`config.mk`:
```
export PLATFORM = sky130hd
export DESIGN_NAME = hazard_ctrl_flat
export DESIGN_NICKNAME = d
export VERILOG_FILES = /design/src/rtl/pipe_pkg.sv /design/src/rtl/hazard_ctrl_if.sv /design/src/rtl/hazard_ctrl_detect.sv /design/src/rtl/hazard_ctrl.sv /design/src/flat_wrapper.sv
export SDC_FILE = /design/constraint.sdc
export NUM_CORES = 1
export LEC_CHECK = 0
export ABC_AREA = 1
export ABC_CLOCK_PERIOD_IN_PS = 3700
export BUFFER_PORTS_ARGS = -buffer_cell sky130_fd_sc_hd__buf_4
export CORE_MARGIN = 10
export CORE_UTILIZATION = 58
export DETAILED_ROUTE_END_ITERATION = 8
export GPL_TIMING_DRIVEN = 0
export PLACE_DENSITY = 0.85
export SLEW_MARGIN = 20
export SYNTH_ARGS = -nofsm -noshare
export SYNTH_HDL_FRONTEND = slang
export SYNTH_HIERARCHICAL = 1
export SYNTH_SLANG_ARGS = --single-unit
```
`constraint.sdc`:
```
create_clock -name clk -period 3.7 [get_ports clk]
set_input_delay 0.37 -clock clk [delete_from_list [all_inputs] [get_ports clk]]
set_output_delay 0.37 -clock clk [all_outputs]
set_load 0.05 [all_outputs]
```
`src/rtl/pipe_pkg.sv`:
```
// Shared definitions for the pipeline sequencing logic: controller states,
// register-index width and the hard-wired zero register.
package pipe_pkg;

   localparam int REG_W = 5;

   localparam logic [REG_W-1:0] ZERO_REG = '0;

   typedef enum logic [1:0] {
      RUN   = 2'd0,
      DWAIT = 2'd1,
      IWAIT = 2'd2
   } state_t;

endpackage

```
`src/rtl/hazard_ctrl_if.sv`:
```
// Bundle between the pipeline datapath (master) and the sequencing
// controller (slave): decode/execute fields and memory ready lines in, enables out.
interface hazard_ctrl_if #(
   parameter int REG_W = 5
);
   logic [REG_W-1:0] id_rs1;
   logic [REG_W-1:0] id_rs2;
   logic             id_use_rs1;
   logic             id_use_rs2;
   logic [REG_W-1:0] ex_rd;
   logic             ex_mem_read;
   logic             ex_redirect;
   logic             imem_ready;
   logic             mem_req;
   logic             dmem_ready;

   logic             PCWrite;
   logic             npc_sel;
   logic             ifid_write;
   logic             ifid_flush;
   logic             idex_flush;
   logic             pipe_hold;
   logic             stall_timeout;
   logic [31:0]      stall_cycles;

   modport master (
      output id_rs1, id_rs2, id_use_rs1, id_use_rs2, ex_rd, ex_mem_read,
             ex_redirect, imem_ready, mem_req, dmem_ready,
      input  PCWrite, npc_sel, ifid_write, ifid_flush, idex_flush, pipe_hold,
             stall_timeout, stall_cycles
   );

   modport slave (
      input  id_rs1, id_rs2, id_use_rs1, id_use_rs2, ex_rd, ex_mem_read,
             ex_redirect, imem_ready, mem_req, dmem_ready,
      output PCWrite, npc_sel, ifid_write, ifid_flush, idex_flush, pipe_hold,
             stall_timeout, stall_cycles
   );

endinterface

```
`src/rtl/hazard_ctrl_detect.sv`:
```
// Purely combinational hazard conditions: load-use match against the EX
// destination, outstanding data access, and outstanding instruction fetch.
module hazard_detect #(
   parameter int REG_W = 5
) (
   input  logic [REG_W-1:0] i_id_rs1,
   input  logic [REG_W-1:0] i_id_rs2,
   input  logic             i_id_use_rs1,
   input  logic             i_id_use_rs2,
   input  logic [REG_W-1:0] i_ex_rd,
   input  logic             i_ex_mem_read,
   input  logic             i_imem_ready,
   input  logic             i_mem_req,
   input  logic             i_dmem_ready,
   output logic             o_lu,
   output logic             o_dwait,
   output logic             o_iwait
);
   import pipe_pkg::*;

   localparam logic [REG_W-1:0] W_ZERO = REG_W'(ZERO_REG);

   logic w_rs1_hit;
   logic w_rs2_hit;

   assign w_rs1_hit = i_id_use_rs1 && (i_id_rs1 == i_ex_rd);
   assign w_rs2_hit = i_id_use_rs2 && (i_id_rs2 == i_ex_rd);

   // Writes to the zero register are discarded, so they never feed a consumer.
   assign o_lu    = i_ex_mem_read && (i_ex_rd != W_ZERO) && (w_rs1_hit || w_rs2_hit);
   assign o_dwait = i_mem_req && !i_dmem_ready;
   assign o_iwait = !i_imem_ready;

endmodule

```
`src/rtl/hazard_ctrl.sv`:
```
// Pipeline sequencing controller: resolves data waits, EX redirects,
// load-use and fetch waits into PC/IF/ID/EX enables, plus stall statistics.
module hazard_ctrl #(
   parameter int REG_W   = pipe_pkg::REG_W,
   parameter int TIMEOUT = 255,
   parameter int CNT_W   = 8
) (
   input  logic         clk,
   input  logic         reset,
   hazard_ctrl_if.slave bus
);
   import pipe_pkg::*;

   localparam logic [CNT_W-1:0] TO_V    = CNT_W'(TIMEOUT);
   localparam logic [CNT_W-1:0] CNT_MAX = '1;

   logic             w_lu;
   logic             w_dwait;
   logic             w_iwait;

   state_t           r_state;
   state_t           w_state_next;

   logic             w_pc_write;
   logic             w_npc_sel;
   logic             w_ifid_write;
   logic             w_ifid_flush;
   logic             w_idex_flush;
   logic             w_pipe_hold;

   logic [CNT_W-1:0] r_stall_run;
   logic [CNT_W-1:0] w_stall_run_next;
   logic             r_timeout;
   logic [31:0]      r_stall_cycles;

   hazard_detect #(
      .REG_W (REG_W)
   ) u_detect (
      .i_id_rs1      (bus.id_rs1),
      .i_id_rs2      (bus.id_rs2),
      .i_id_use_rs1  (bus.id_use_rs1),
      .i_id_use_rs2  (bus.id_use_rs2),
      .i_ex_rd       (bus.ex_rd),
      .i_ex_mem_read (bus.ex_mem_read),
      .i_imem_ready  (bus.imem_ready),
      .i_mem_req     (bus.mem_req),
      .i_dmem_ready  (bus.dmem_ready),
      .o_lu          (w_lu),
      .o_dwait       (w_dwait),
      .o_iwait       (w_iwait)
   );

   always_ff @(posedge clk) begin
      if (reset) begin
         r_state <= RUN;
      end else begin
         r_state <= w_state_next;
      end
   end

   always_comb begin
      w_pc_write   = 1'b1;
      w_npc_sel    = 1'b0;
      w_ifid_write = 1'b1;
      w_ifid_flush = 1'b0;
      w_idex_flush = 1'b0;
      w_pipe_hold  = 1'b0;
      w_state_next = RUN;

      if (reset) begin
         w_pc_write   = 1'b0;
         w_ifid_write = 1'b0;
         w_ifid_flush = 1'b1;
         w_idex_flush = 1'b1;
      end else if (w_dwait) begin
         // EX inputs stay frozen, so a coincident redirect re-presents itself once memory is ready.
         w_pc_write   = 1'b0;
         w_ifid_write = 1'b0;
         w_pipe_hold  = 1'b1;
         w_state_next = DWAIT;
      end else if (bus.ex_redirect) begin
         w_npc_sel    = 1'b1;
         w_ifid_flush = 1'b1;
         w_idex_flush = 1'b1;
      end else if (w_lu || w_iwait) begin
         w_pc_write   = 1'b0;
         w_ifid_write = 1'b0;
         w_idex_flush = 1'b1;
         w_state_next = w_iwait ? IWAIT : RUN;
      end else begin
         unique case (r_state)
            DWAIT, IWAIT: w_state_next = RUN;
            default:      w_state_next = RUN;
         endcase
      end
   end

   always_comb begin
      w_stall_run_next = '0;
      if (!w_pc_write) begin
         w_stall_run_next = (r_stall_run == CNT_MAX) ? r_stall_run : r_stall_run + CNT_W'(1);
      end
   end

   always_ff @(posedge clk) begin
      if (reset) begin
         r_stall_run    <= '0;
         r_timeout      <= 1'b0;
         r_stall_cycles <= '0;
      end else begin
         r_stall_run <= w_stall_run_next;
         if (w_stall_run_next >= TO_V) begin
            r_timeout <= 1'b1;
         end
         if (!w_pc_write) begin
            r_stall_cycles <= r_stall_cycles + 32'd1;
         end
      end
   end

   assign bus.PCWrite       = w_pc_write;
   assign bus.npc_sel       = w_npc_sel;
   assign bus.ifid_write    = w_ifid_write;
   assign bus.ifid_flush    = w_ifid_flush;
   assign bus.idex_flush    = w_idex_flush;
   assign bus.pipe_hold     = w_pipe_hold;
   assign bus.stall_timeout = r_timeout;
   assign bus.stall_cycles  = r_stall_cycles;

endmodule

```
`src/flat_wrapper.sv`:
```
// flat-port wrapper written by rule: the top's interface ports become plain ports
module hazard_ctrl_flat import pipe_pkg::*;
#(
   parameter int REG_W   = pipe_pkg::REG_W,
   parameter int TIMEOUT = 255,
   parameter int CNT_W   = 8
)
  (clk, reset, bus_id_rs1, bus_id_rs2, bus_id_use_rs1, bus_id_use_rs2, bus_ex_rd, bus_ex_mem_read, bus_ex_redirect, bus_imem_ready, bus_mem_req, bus_dmem_ready, bus_PCWrite, bus_npc_sel, bus_ifid_write, bus_ifid_flush, bus_idex_flush, bus_pipe_hold, bus_stall_timeout, bus_stall_cycles);
  hazard_ctrl_if #(.REG_W(REG_W)) bus_i ();
  input  logic clk;
  input  logic reset;
  input wire logic [$bits(bus_i.id_rs1)-1:0] bus_id_rs1;
  input wire logic [$bits(bus_i.id_rs2)-1:0] bus_id_rs2;
  input wire logic [$bits(bus_i.id_use_rs1)-1:0] bus_id_use_rs1;
  input wire logic [$bits(bus_i.id_use_rs2)-1:0] bus_id_use_rs2;
  input wire logic [$bits(bus_i.ex_rd)-1:0] bus_ex_rd;
  input wire logic [$bits(bus_i.ex_mem_read)-1:0] bus_ex_mem_read;
  input wire logic [$bits(bus_i.ex_redirect)-1:0] bus_ex_redirect;
  input wire logic [$bits(bus_i.imem_ready)-1:0] bus_imem_ready;
  input wire logic [$bits(bus_i.mem_req)-1:0] bus_mem_req;
  input wire logic [$bits(bus_i.dmem_ready)-1:0] bus_dmem_ready;
  output wire logic [$bits(bus_i.PCWrite)-1:0] bus_PCWrite;
  output wire logic [$bits(bus_i.npc_sel)-1:0] bus_npc_sel;
  output wire logic [$bits(bus_i.ifid_write)-1:0] bus_ifid_write;
  output wire logic [$bits(bus_i.ifid_flush)-1:0] bus_ifid_flush;
  output wire logic [$bits(bus_i.idex_flush)-1:0] bus_idex_flush;
  output wire logic [$bits(bus_i.pipe_hold)-1:0] bus_pipe_hold;
  output wire logic [$bits(bus_i.stall_timeout)-1:0] bus_stall_timeout;
  output wire logic [$bits(bus_i.stall_cycles)-1:0] bus_stall_cycles;
  assign bus_i.id_rs1 = bus_id_rs1;
  assign bus_i.id_rs2 = bus_id_rs2;
  assign bus_i.id_use_rs1 = bus_id_use_rs1;
  assign bus_i.id_use_rs2 = bus_id_use_rs2;
  assign bus_i.ex_rd = bus_ex_rd;
  assign bus_i.ex_mem_read = bus_ex_mem_read;
  assign bus_i.ex_redirect = bus_ex_redirect;
  assign bus_i.imem_ready = bus_imem_ready;
  assign bus_i.mem_req = bus_mem_req;
  assign bus_i.dmem_ready = bus_dmem_ready;
  assign bus_PCWrite = bus_i.PCWrite;
  assign bus_npc_sel = bus_i.npc_sel;
  assign bus_ifid_write = bus_i.ifid_write;
  assign bus_ifid_flush = bus_i.ifid_flush;
  assign bus_idex_flush = bus_i.idex_flush;
  assign bus_pipe_hold = bus_i.pipe_hold;
  assign bus_stall_timeout = bus_i.stall_timeout;
  assign bus_stall_cycles = bus_i.stall_cycles;
  hazard_ctrl #(.REG_W(REG_W), .TIMEOUT(TIMEOUT), .CNT_W(CNT_W)) u_core (.clk(clk), .reset(reset), .bus(bus_i));
endmodule
```
==> results of run 1 <==
synthesized netlist by cell type, drive strengths merged:
master | n | area, sq um
xor2 | 7 | 61.31
xnor2 | 1 | 8.760
nor3 | 5 | 25.02
dfxtp | 41 | 820.8
nand3b | 4 | 30.03
a21oi | 28 | 143.9
buf | 4 | 22.52
and2 | 1 | 6.260
nand2 | 164 | 648.1
a31oi | 2 | 12.51
o21ba | 1 | 10.01
o21ai | 12 | 60.05
nand4 | 2 | 12.51
nand3 | 34 | 185.2
nor2 | 85 | 401.6
ha | 2 | 25.02
nor3b | 1 | 12.51
o21bai | 2 | 15.01
inv | 54 | 202.7
clkbuf | 4 | 15.01
registers in the layout, indices dropped and copies added (netlist names):
name                      flops
u_core/r_stall_run            8
u_core/bus.stall_cycles      32
u_core/bus.stall_timeout      1
worst paths after layout:
path	from	end	slack, ns	cells past startpoint
setup / recovery	bus_ex_rd[1]	bus_ifid_write	1.21	13
hold / removal	reset	u_core/bus.stall_cycles[0]	0.39	4
setup reg to reg	u_core/r_stall_run[0]	u_core/bus.stall_timeout	2.04	9
hold reg to reg	u_core/bus.stall_timeout	u_core/bus.stall_timeout	0.45	2
power by group through the flow:
stage	combinational (W)	sequential, W	clock, W
6_report	0.000123	0.000450	0.000320
3_5_place_dp	0.000123	0.000460	0
3_3_place_gp	0.000121	0.000460	0
5_1_grt	0.000136	0.000451	0.000346
2_1_floorplan	0.0000667	0.000469	0
4_1_cts	0.000124	0.000450	0.000331
stage by stage:
step                instance area (sq um)  util (%)  worst slack [ns]
floorplan                            2719         -             1.528
global placement                     3249     73.11             1.247
detailed placement                   3249     73.11             1.235
CTS                                  3351     75.39             1.228
global route                         3351     75.39             1.051
finish                               3351     75.39             1.205
per-layer routing:
metal / share of wire [%] / GRT usage [%] / vias up
met4: 1.1 / 5.140 / 0
li1: - / - / 1545
met1: 46 / 24.31 / 1355
met2: 46 / 30.81 / 99
met5: 0 / 0 / -
met3: 7.1 / 5.515 / 9
cells by family after synthesis:
kind of cell	synth area share, %
and+or+nand+nor	48.60
buffers and inverters	8.835
DFF	30.19
xor gates and xnor gates	2.577
AOI/OAI and AO/OA	8.881
adders and majority gates	0.9202
final cells by class:
cell class                      instances  share of cell area, %
Timing Repair Buffer                   62                  13.89
Clock buffer                            7                  2.875
Tap cell                               52                  1.942
Multi-Input combinational cell        351                  49.48
Sequential cell                        41                  24.50
Clock inverter                          1                 0.1494
Buffer                                  8                  1.120
Inverter                               54                  6.049
worst min-delay path, cell delays in order:
cell and delay [ns]:
buf_4 0.09, inv_2 0.06, o21ai_0 0.08, a21oi_1 0.04
==> metrics, run 1 <==
outcome completed; CP required about 3.3 ns; part of the cycle the worst path needs between 60% and 70%; Sw Share 26.38%; wire length per cell between 10 and 15 um; Area Overhead vs Synth 23.24%; first-pass GRT wire length 12300 um; FF+latch count, synth a little over 40; setup TNS 0 ns; vias in the first global route roughly 2800; MaxCap Viol Count 0; critical path arrival approximately 2.1 ns; Antenna diodes 0; clock tree from TritonCTS done; Final #Nets 549; PortBufs between 60 and 70; Final HPWL DP between 5000 and 6000 um; crit end category output pin; Slew headroom between 60% and 70%; RSZ-0062 raised after global routing no; CP top delay family buffers and inverters; final worst path period need about 2.5 ns; critical path startpoint category primary input; # hold bufs at CTS 0; actual slew at the worst max-slew pin roughly 0.53 ns; Placer Congestion ~0.92; Syn Nets between 400 and 500; Hold Fails Final Rpt 0; # resized after CTS 0; Crit Path Class in2out; combinational share of power between 10 and 15%; commonest cells after routing, fill and taps aside nand2_1 (157), nor2_1 (71), buf_4 (63); internal power about 0.00066 W; Layout Cells excl Fill between 500 and 600; clock tree buffer depth 2; Power Dens Cells approximately 270 nW/um^2; Remaining DRCs 0; CP max stage delay about 0.27 ns; cts bufs inserted 5; final setup vio count 0; final clock skew approximately 0.007 ns; Iter 0 DRT Violations 205; final hold slack ~0.39 ns; Peak VDD IR roughly 0.0002 V; # fillers ~370; part of the power in registers 50.4%; Synth Instances roughly 450; first drt pass iteration count 5; row cnt 24; worst path bufs/invs 7; Tot GR Track Use a little under a fifth; area of the multi-input gates 1658 sq um; Worst Hold Class in2reg; Pins Over Slew Limit 0; Die ar. ~7800 sq um; Mapped Area 2719 sq um; proportion of layout cells with a drive suffix above 1 20.04%; highest clock rate 400.9 MHz; H-tree levels 2; initial antenna violation count 0; Via density between 5 and 6; Placed Cells incl. Taps around 570; total grt overflow 0; most common cell after layout, fill and taps aside nand2_1; Post-Syn Area per Cell around 6.0 sq um; die height roughly 90 um; CP Cell Sequence buf_4 -> inv_1 -> nand4_1 -> o21ai_0 -> a21oi_1 -> inv_1 -> nand2_1 -> nand2_1 -> nand3_2 -> inv_2 -> buf_2 -> buf_4 -> buf_4; clk_lat worst skew roughly 0.29 ns; largest net degree at the start of global routing 13; core region area between 4000 and 5000 sq um; most frequent cell on the critical path buf_4; Yosys cell types 30; final antenna-violating net count 0; Starting Density about three fifths; # clock sinks 41; critical path peak fanout 11; P_sw around 0.00024 W; post-synthesis sequential area ratio slightly above 30%; CP max stage cell buf_2; fraction of power consumed by the clock network roughly 36%; Clock transition at path regs around 0.08 ns; vias ~3000; Pleak 1.492 nW; IO Pins between 60 and 70; Setup Buffers After CTS 0; Post-Route WL about 7300 um; Overall Power 0.0008935 W; Clock Root Buffer clkbuf_8; synth warn 6; register area just over 800 sq um; Die X about 88 um
No activity file was read; power rests on OpenSTA's default activity.
==> run 2: changes to the inputs <==
--- a/config.mk
+++ b/config.mk
@@ -6,13 +6,13 @@
 export NUM_CORES = 1
 export LEC_CHECK = 0
 export ABC_AREA = 1
-export ABC_CLOCK_PERIOD_IN_PS = 3700
+export ABC_CLOCK_PERIOD_IN_PS = 2000
 export BUFFER_PORTS_ARGS = -buffer_cell sky130_fd_sc_hd__buf_4
 export CORE_MARGIN = 10
-export CORE_UTILIZATION = 58
+export CORE_UTILIZATION = 49
 export DETAILED_ROUTE_END_ITERATION = 8
 export GPL_TIMING_DRIVEN = 0
-export PLACE_DENSITY = 0.85
+export PLACE_DENSITY = 0.77
 export SLEW_MARGIN = 20
 export SYNTH_ARGS = -nofsm -noshare
 export SYNTH_HDL_FRONTEND = slang
==> constraint.sdc (replaced) <==
create_clock -name clk -period 2 [get_ports clk]
set_input_delay 0.2 -clock clk [delete_from_list [all_inputs] [get_ports clk]]
set_output_delay 0.2 -clock clk [all_outputs]
set_load 0.05 [all_outputs]
==> metrics, run 2 (synthesized netlist as in run 1, its figures left out) <==
outcome completed; CP max stage cell buf_4; vias 3001 (-0.23%); Final HPWL DP 5819 um (+0.76%); clock tree from TritonCTS done; R2R Path Start u_core/r_stall_run[0]; met1 Resource Use GR 21.14% (-3.2 points); RSZ-0062 raised after global routing no; Die ar. 8928 sq um (+14%); most frequent cell on the critical path nand2_1; IO Pins 63 (unchanged); Via density 4.969 (-4.9%); CP max stage delay 0.18 ns (-0.09 ns); Tot GR Track Use 16.21% (-2.9 points); CP required 1.80 ns (-1.53 ns); Clock Root Buffer clkbuf_8; FF-to-FF End u_core/bus.stall_timeout; Final WS setup 0.1565 ns (-1.049 ns); vias in the first global route 2640 (-4.2%); setup TNS 0 ns (unchanged); crit end category output pin; Die X 94.49 um (+6.8%); M3 GR Usage 3.569% (-1.9 points); wire length per cell 12.12 um (-4.6%); area of the multi-input gates 1665 sq um (+0.45%); MaxCap Viol Count 0 (unchanged); total grt overflow 0 (unchanged); Critical Path Source bus_ex_rd[3]; Peak VDD IR 0.0003247 V (+60%); actual slew at the worst max-slew pin 0.5210 ns (-0.004129 ns); PortBufs 62 (unchanged); CP Cell Sequence buf_4 -> inv_2 -> nand2_1 -> nand2_1 -> nor2_1 -> nand3_1 -> a21oi_1 -> inv_1 -> nand2_1 -> nand2_1 -> nand3_4 -> clkinv_4 -> buf_4 -> buf_4; Pins Over Slew Limit 0 (unchanged); # fillers 526 (+41%); Slew headroom 65.26% (+0.28 points); register area 820.8 sq um (unchanged); met2 Usage GRT 26.26% (-4.6 points); final worst path period need roughly 1.8 ns; Hold Fails Final Rpt 0 (unchanged); final clock skew 0.004304 ns (-0.002674 ns); clock tree buffer depth 2 (unchanged); clk_lat worst skew 0.29 ns (about the same); commonest cells after routing, fill and taps aside nand2_1 (157), buf_4 (72), nor2_1 (71); Crit Path Class in2out; most common cell after layout, fill and taps aside nand2_1; first drt pass iteration count 5 (unchanged); initial antenna violation count 0 (unchanged); critical path startpoint category primary input; H-tree levels 2 (unchanged); row cnt 27 (+13%); global routing's busiest layer met2; Final #Nets 557 (+1.5%); Worst Hold Class in2reg; Placer Congestion 0.9470 (+2.7%); Setup WS pre-CTS -0.1454 ns (-1.380 ns); Starting Density 49.99% (-11 points); final hold slack 0.2363 ns (-0.1551 ns); final antenna-violating net count 0 (unchanged); Antenna diodes 0 (unchanged); Iter 0 DRT Violations 198 (-3.4%); Hold Path Cell Cnt 4 (unchanged); die height 94.49 um (+6.8%); highest clock rate 542.4 MHz; Worst Setup EP bus_ifid_write; final setup vio count 0 (unchanged); max reg flops 32 (unchanged); critical path peak fanout 14 (+3); critical path arrival 1.64 ns (-0.48 ns); part of the cycle the worst path needs between 90% and 100%; FF-to-FF path depth 9 (unchanged); Area Overhead vs Synth 26.37%; # clock sinks 41 (unchanged); largest net degree at the start of global routing 17 (+4); proportion of layout cells with a drive suffix above 1 21.24% (+1.2 points); Power Dens Cells 472.5 nW/um^2 (+77%); Remaining DRCs 0 (unchanged); # hold bufs at CTS 0 (unchanged); core region area 5439 sq um (+22%); cts bufs inserted 5 (unchanged); Pleak 1.521 nW (+1.9%); Post-Route WL 7322 um (about the same); R2R setup slack 0.37 ns (-1.67 ns); first-pass GRT wire length 12030 um (-2.2%); Clock transition at path regs 0.08 ns (about the same)
==> run 2: cell types whose count changed in the layout (fill, tap and decap cells not counted), sizes merged <==
cell      delta
inv          -1
buf          +8
clkinvlp     +1
clkbuf       -2
clkinv       +2
==> run 2: stage by stage <==
step           cell area, sq um  total power, W  cells  utilization, %
3_3_place_gp               3274        0.001075    588           60.20
2_1_floorplan              2719       0.0009907    454               -
6_report                   3436        0.001624    604           63.17
3_5_place_dp               3274        0.001078    588           60.20
4_1_cts                    3358        0.001615    595           61.74
5_1_grt                    3436        0.001705    604           63.17
==> run 2: how the worst min path moves through the flow <==
stage / from / endpoint / slack, ns
2_1_floorplan: reset / u_core/bus.stall_cycles[0] / 0.38
3_3_place_gp: u_core/bus.stall_timeout / u_core/bus.stall_timeout / 0.44
3_5_place_dp: u_core/bus.stall_timeout / u_core/bus.stall_timeout / 0.45
4_1_cts: reset / u_core/bus.stall_cycles[0] / 0.22
5_1_grt: reset / u_core/bus.stall_cycles[0] / 0.26
6_report: reset / u_core/bus.stall_cycles[0] / 0.24
==> run 2: metal layers <==
layer,share of wire [%],vias to the layer above
met4,1.3,0
met3,5.7,7
li1,-,1565
met5,0,-
met2,46,83
met1,47,1346
==> run 2: critical path, delay by kind of cell <==
kind | cells | cell delay (ns)
buf+inv | 6 | 0.65
simple gates | 7 | 0.63
compound gates | 1 | 0.16
==> run 2: cell type report <==
type	count	area share, %
Tap cell	72	2.622
Clock inverter	3	0.5098
Multi-Input combinational cell	351	48.47
Sequential cell	41	23.89
Inverter	54	6.045
Clock buffer	5	2.003
Timing Repair Buffer	71	15.51
Buffer	7	0.9468
==> run 2: report_power, final <==
| part | switching, W | internal [W] | total (W) | leakage [nW] |
|---|---|---|---|---|
| clock | 0.000304 | 0.000241 | 0.000546 | 0.0439 |
| sequential | 0.00000870 | 0.000823 | 0.000832 | 0.331 |
| combinational | 0.000150 | 0.0000960 | 0.000246 | 1.15 |
| total | 0.000463 | 0.00116 | 0.00162 | 1.52 |
==> run 2: what timing repair did <==
item	CTS	global route
resized for setup	1	3
pin swaps	0	0
setup endpoints to repair	2	3
endpoints found under the hold margin	0	0
setup buffers	0	9
==> run 3: changes to the inputs <==
--- a/config.mk
+++ b/config.mk
@@ -5,14 +5,15 @@
 export SDC_FILE = /design/constraint.sdc
 export NUM_CORES = 1
 export LEC_CHECK = 0
-export ABC_AREA = 1
-export ABC_CLOCK_PERIOD_IN_PS = 2000
+export ABC_CLOCK_PERIOD_IN_PS = 1900
 export BUFFER_PORTS_ARGS = -buffer_cell sky130_fd_sc_hd__buf_4
+export CELL_PAD_IN_SITES_DETAIL_PLACEMENT = 0
+export CELL_PAD_IN_SITES_GLOBAL_PLACEMENT = 2
 export CORE_MARGIN = 10
-export CORE_UTILIZATION = 49
+export CORE_UTILIZATION = 29
 export DETAILED_ROUTE_END_ITERATION = 8
 export GPL_TIMING_DRIVEN = 0
-export PLACE_DENSITY = 0.77
+export PLACE_DENSITY_LB_ADDON = 0.1
 export SLEW_MARGIN = 20
 export SYNTH_ARGS = -nofsm -noshare
 export SYNTH_HDL_FRONTEND = slang
==> constraint.sdc (replaced) <==
create_clock -name clk -period 1.9 [get_ports clk]
set_input_delay 0.19 -clock clk [delete_from_list [all_inputs] [get_ports clk]]
set_output_delay 0.19 -clock clk [all_outputs]
set_load 0.05 [all_outputs]
==> metrics, run 3 <==
Peak VDD IR 0.0002526 V (-22%); Post-Syn Area per Cell 8.395 sq um (+40%); Hold Fails Final Rpt 0 (unchanged); CP max stage cell or4_4; Starting Density 30.01% (-20 points); R2R setup slack 0.07 ns (-0.30 ns); final worst path period need a little over 2 ns; row cnt 31 (+15%); die height 107.1 um (+13%); max reg flops 32 (unchanged); RSZ-0062 raised after global routing yes; Compound-Gate Fraction of Synth Area 6.940% (-1.9 points); MaxCap Viol Count 0 (unchanged); register area 825.8 sq um (+0.61%); initial antenna violation count 0 (unchanged); Setup WS pre-CTS -0.6550 ns (-0.5096 ns); core region area 7331 sq um (+35%); clock tree from TritonCTS done; PortBufs 62 (unchanged); critical path peak fanout 5 (-9); Slew headroom 64.32% (-0.94 points); CP Cell Sequence buf_8 -> or4_4 -> o21ai_2 -> a21oi_4 -> o21ba_4 -> nor3_4 -> buf_6 -> buf_8; crit end category output pin; part of the power in registers 50.2% (-1.1 points); # fillers 743 (+41%); Clock Root Buffer clkbuf_8; Synth Instances 262 (-42%); largest net degree at the start of global routing 13 (-4); Pins Over Slew Limit 0 (unchanged); wire length per cell 14.35 um (+18%); final setup vio count 7 (+7); proportion of layout cells with a drive suffix above 1 34.41% (+13 points); post-synth top area share 37.32% (+7.1 points); critical path startpoint category primary input; clk_lat worst skew 0.29 ns (about the same); area leader, netlist dfxtp_1; Pleak 1.278 nW (-16%); final antenna-violating net count 0 (unchanged); Via density 4.754 (-4.3%); first-pass GRT wire length 10670 um (-11%); CP top delay family simple AND/OR/NAND/NOR gates; Final #Nets 365 (-34%); Antenna diodes 0 (unchanged); Area Overhead vs Synth 41.64%; Syn Nets 288 (-40%); Tot GR Track Use 11.23% (-5.0 points); Die X 107.1 um (+13%); cts bufs inserted 5 (unchanged); Mapped Area 2200 sq um (-19%); critical path arrival 1.84 ns (+0.20 ns); largest cells by area after synthesis dfxtp_1 (37%), xor2_1 (11%), nor2_1 (7.8%); total grt overflow 0 (unchanged); ys flop type dfxtp_1; Clock transition at path regs 0.08 ns (about the same); Post-synth top cells nor2_1 (46), dfxtp_1 (41), xor2_1 (28); Worst Hold Class in2reg; main combinational cell family by area after synthesis simple AND/OR/NAND/NOR gates; simple-gate portion of the synthesized area 34.19% (-14 points); Power Dens Cells 561.3 nW/um^2 (+19%); final instance area 3115 sq um (-9.3%); final clock skew 0.003821 ns (-0.0004828 ns); fraction of power consumed by the clock network 36.2% (+2.6 points); Post-Route WL 6300 um (-14%); # clock sinks 41 (unchanged); first drt pass iteration count 4 (-1); highest clock rate just under 500 MHz; top-count cell post-synth nor2_1; CP max stage delay 0.53 ns (+0.35 ns); Async SR Flop Fraction 0% (unchanged); dpl cell area 2798 sq um (-15%); vias 2087 (-30%); area of the multi-input gates 1448 sq um (-13%); Placer Congestion 0.7323 (-23%); Final WS setup -0.1268 ns (-0.2833 ns); Remaining DRCs 0 (unchanged); failing checks negative setup slack; internal power 0.001294 W (+12%); part of the cycle the worst path needs 106.7%; post-synthesis sequential area ratio 37.32% (+7.1 points); clock tree buffer depth 2 (unchanged); Sw Share 25.98% (-2.5 points); FF+latch count, synth 41 (unchanged); xor-xnor portion of the synthesized cell area 16.33% (+14 points); IO Pins 63 (unchanged); P_sw 0.0004544 W (-1.8%); Synth Area in Adders 1.138% (+0.22 points); worst path bufs/invs 3 (-3); CP required 1.71 ns (-0.09 ns); Final HPWL DP 4676 um (-20%); actual slew at the worst max-slew pin 0.5341 ns (+0.01302 ns); most frequent cell on the critical path buf_8; commonest cells after routing, fill and taps aside buf_4 (68), nor2_1 (45), dfxtp_1 (37); # hold bufs at CTS 0 (unchanged); H-tree levels 2 (unchanged); outcome complete, but fails checks; combinational share of power 13.6% (-1.5 points); portion of netlist area occupied by mux cells 0.9101% (+0.91 points); synth warn 6 (unchanged); Yosys cell types 48 (+60%); Die ar. 11470 sq um (+28%); vias in the first global route 2126 (-19%); Crit Path Class in2out; most common cell after layout, fill and taps aside buf_4; Post-synth EDFFs 0 (unchanged); Iter 0 DRT Violations 51 (-74%)
-- run 3: worst min-delay path: stages --
cell	delay, ns
buf_4	0.10
buf_4	0.17
a21oi_1	0.05
-- run 3: metrics by stage --
stage	hold WS [ns]	total power (W)	utilization [%]	instances	TNS (ns)
floorplan	0.4061	0.001019	-	262	-1.859
global placement	0.4873	0.001108	38.16	423	-16.51
detailed placement	0.4934	0.001107	38.16	423	-15.81
CTS	0.2526	0.001779	41.01	436	-0.5077
global route	0.2738	0.001834	42.50	439	-2.160
finish	0.2638	0.001749	42.50	439	-0.4311
-- run 3: final cells by class --
class	instances	area share [%]
inverters	7	0.8434
flip-flops and latches	41	26.51
clock inverters	1	0.1606
well taps	99	3.976
multi-input cells	206	46.47
clock buffers	7	3.092
repair buffers	70	17.47
plain buffers	8	1.486
-- run 3: routing by layer --
metal / wire [um] / track usage [%] / vias up / part of all wire (%)
met5: 0 / 0 / - / 0
met4: 65 / 3.095 / 0 / 1.0
met3: 385 / 4.072 / 7 / 6.1
met1: 2963 / 13.90 / 968 / 47
met2: 2886 / 17.89 / 39 / 46
li1: - / - / 1073 / -
-- run 3: cells by family (layout without fill, tap and decap cells) --
| logic type | count (synthesis) | after routing |
|---|---|---|
| AO/OA/AOI/OAI | 23 | 24 |
| XOR/XNOR | 41 | 41 |
| adder cells (fa/ha/maj) | 2 | 2 |
| buffers and inverters | 16 | 93 |
| flip-flops | 41 | 41 |
| multiplexers | 2 | 2 |
| AND/OR/NAND/NOR | 137 | 137 |
-- run 3: final timing paths --
| kind | cells after the start | to | from |
|---|---|---|---|
| setup reg to reg | 6 | u_core/bus.stall_cycles[24] | u_core/bus.stall_cycles[0] |
| hold / removal | 3 | u_core/bus.stall_cycles[24] | reset |
| hold reg to reg | 2 | u_core/bus.stall_cycles[31] | u_core/bus.stall_cycles[31] |
| setup / recovery | 8 | bus_ifid_write | bus_ex_rd[2] |
-- run 3: repair_timing --
item | 4_1_cts | 5_1_grt
gates cloned | 1 | 0
pin swaps | 4 | 8
setup buffers | 4 | 4
resized for setup | 15 | 17
endpoints found under the setup margin | 28 | 32
-- run 3: power groups by stage --
| stage | sequential (W) | clock [W] | combinational (W) |
|---|---|---|---|
| after floorplan | 0.000914 | 0 | 0.000105 |
| after CTS | 0.000877 | 0.000669 | 0.000232 |
| after detailed placement | 0.000898 | 0 | 0.000210 |
| final | 0.000877 | 0.000634 | 0.000238 |
| after global routing | 0.000880 | 0.000696 | 0.000258 |
| after global placement | 0.000898 | 0 | 0.000211 |
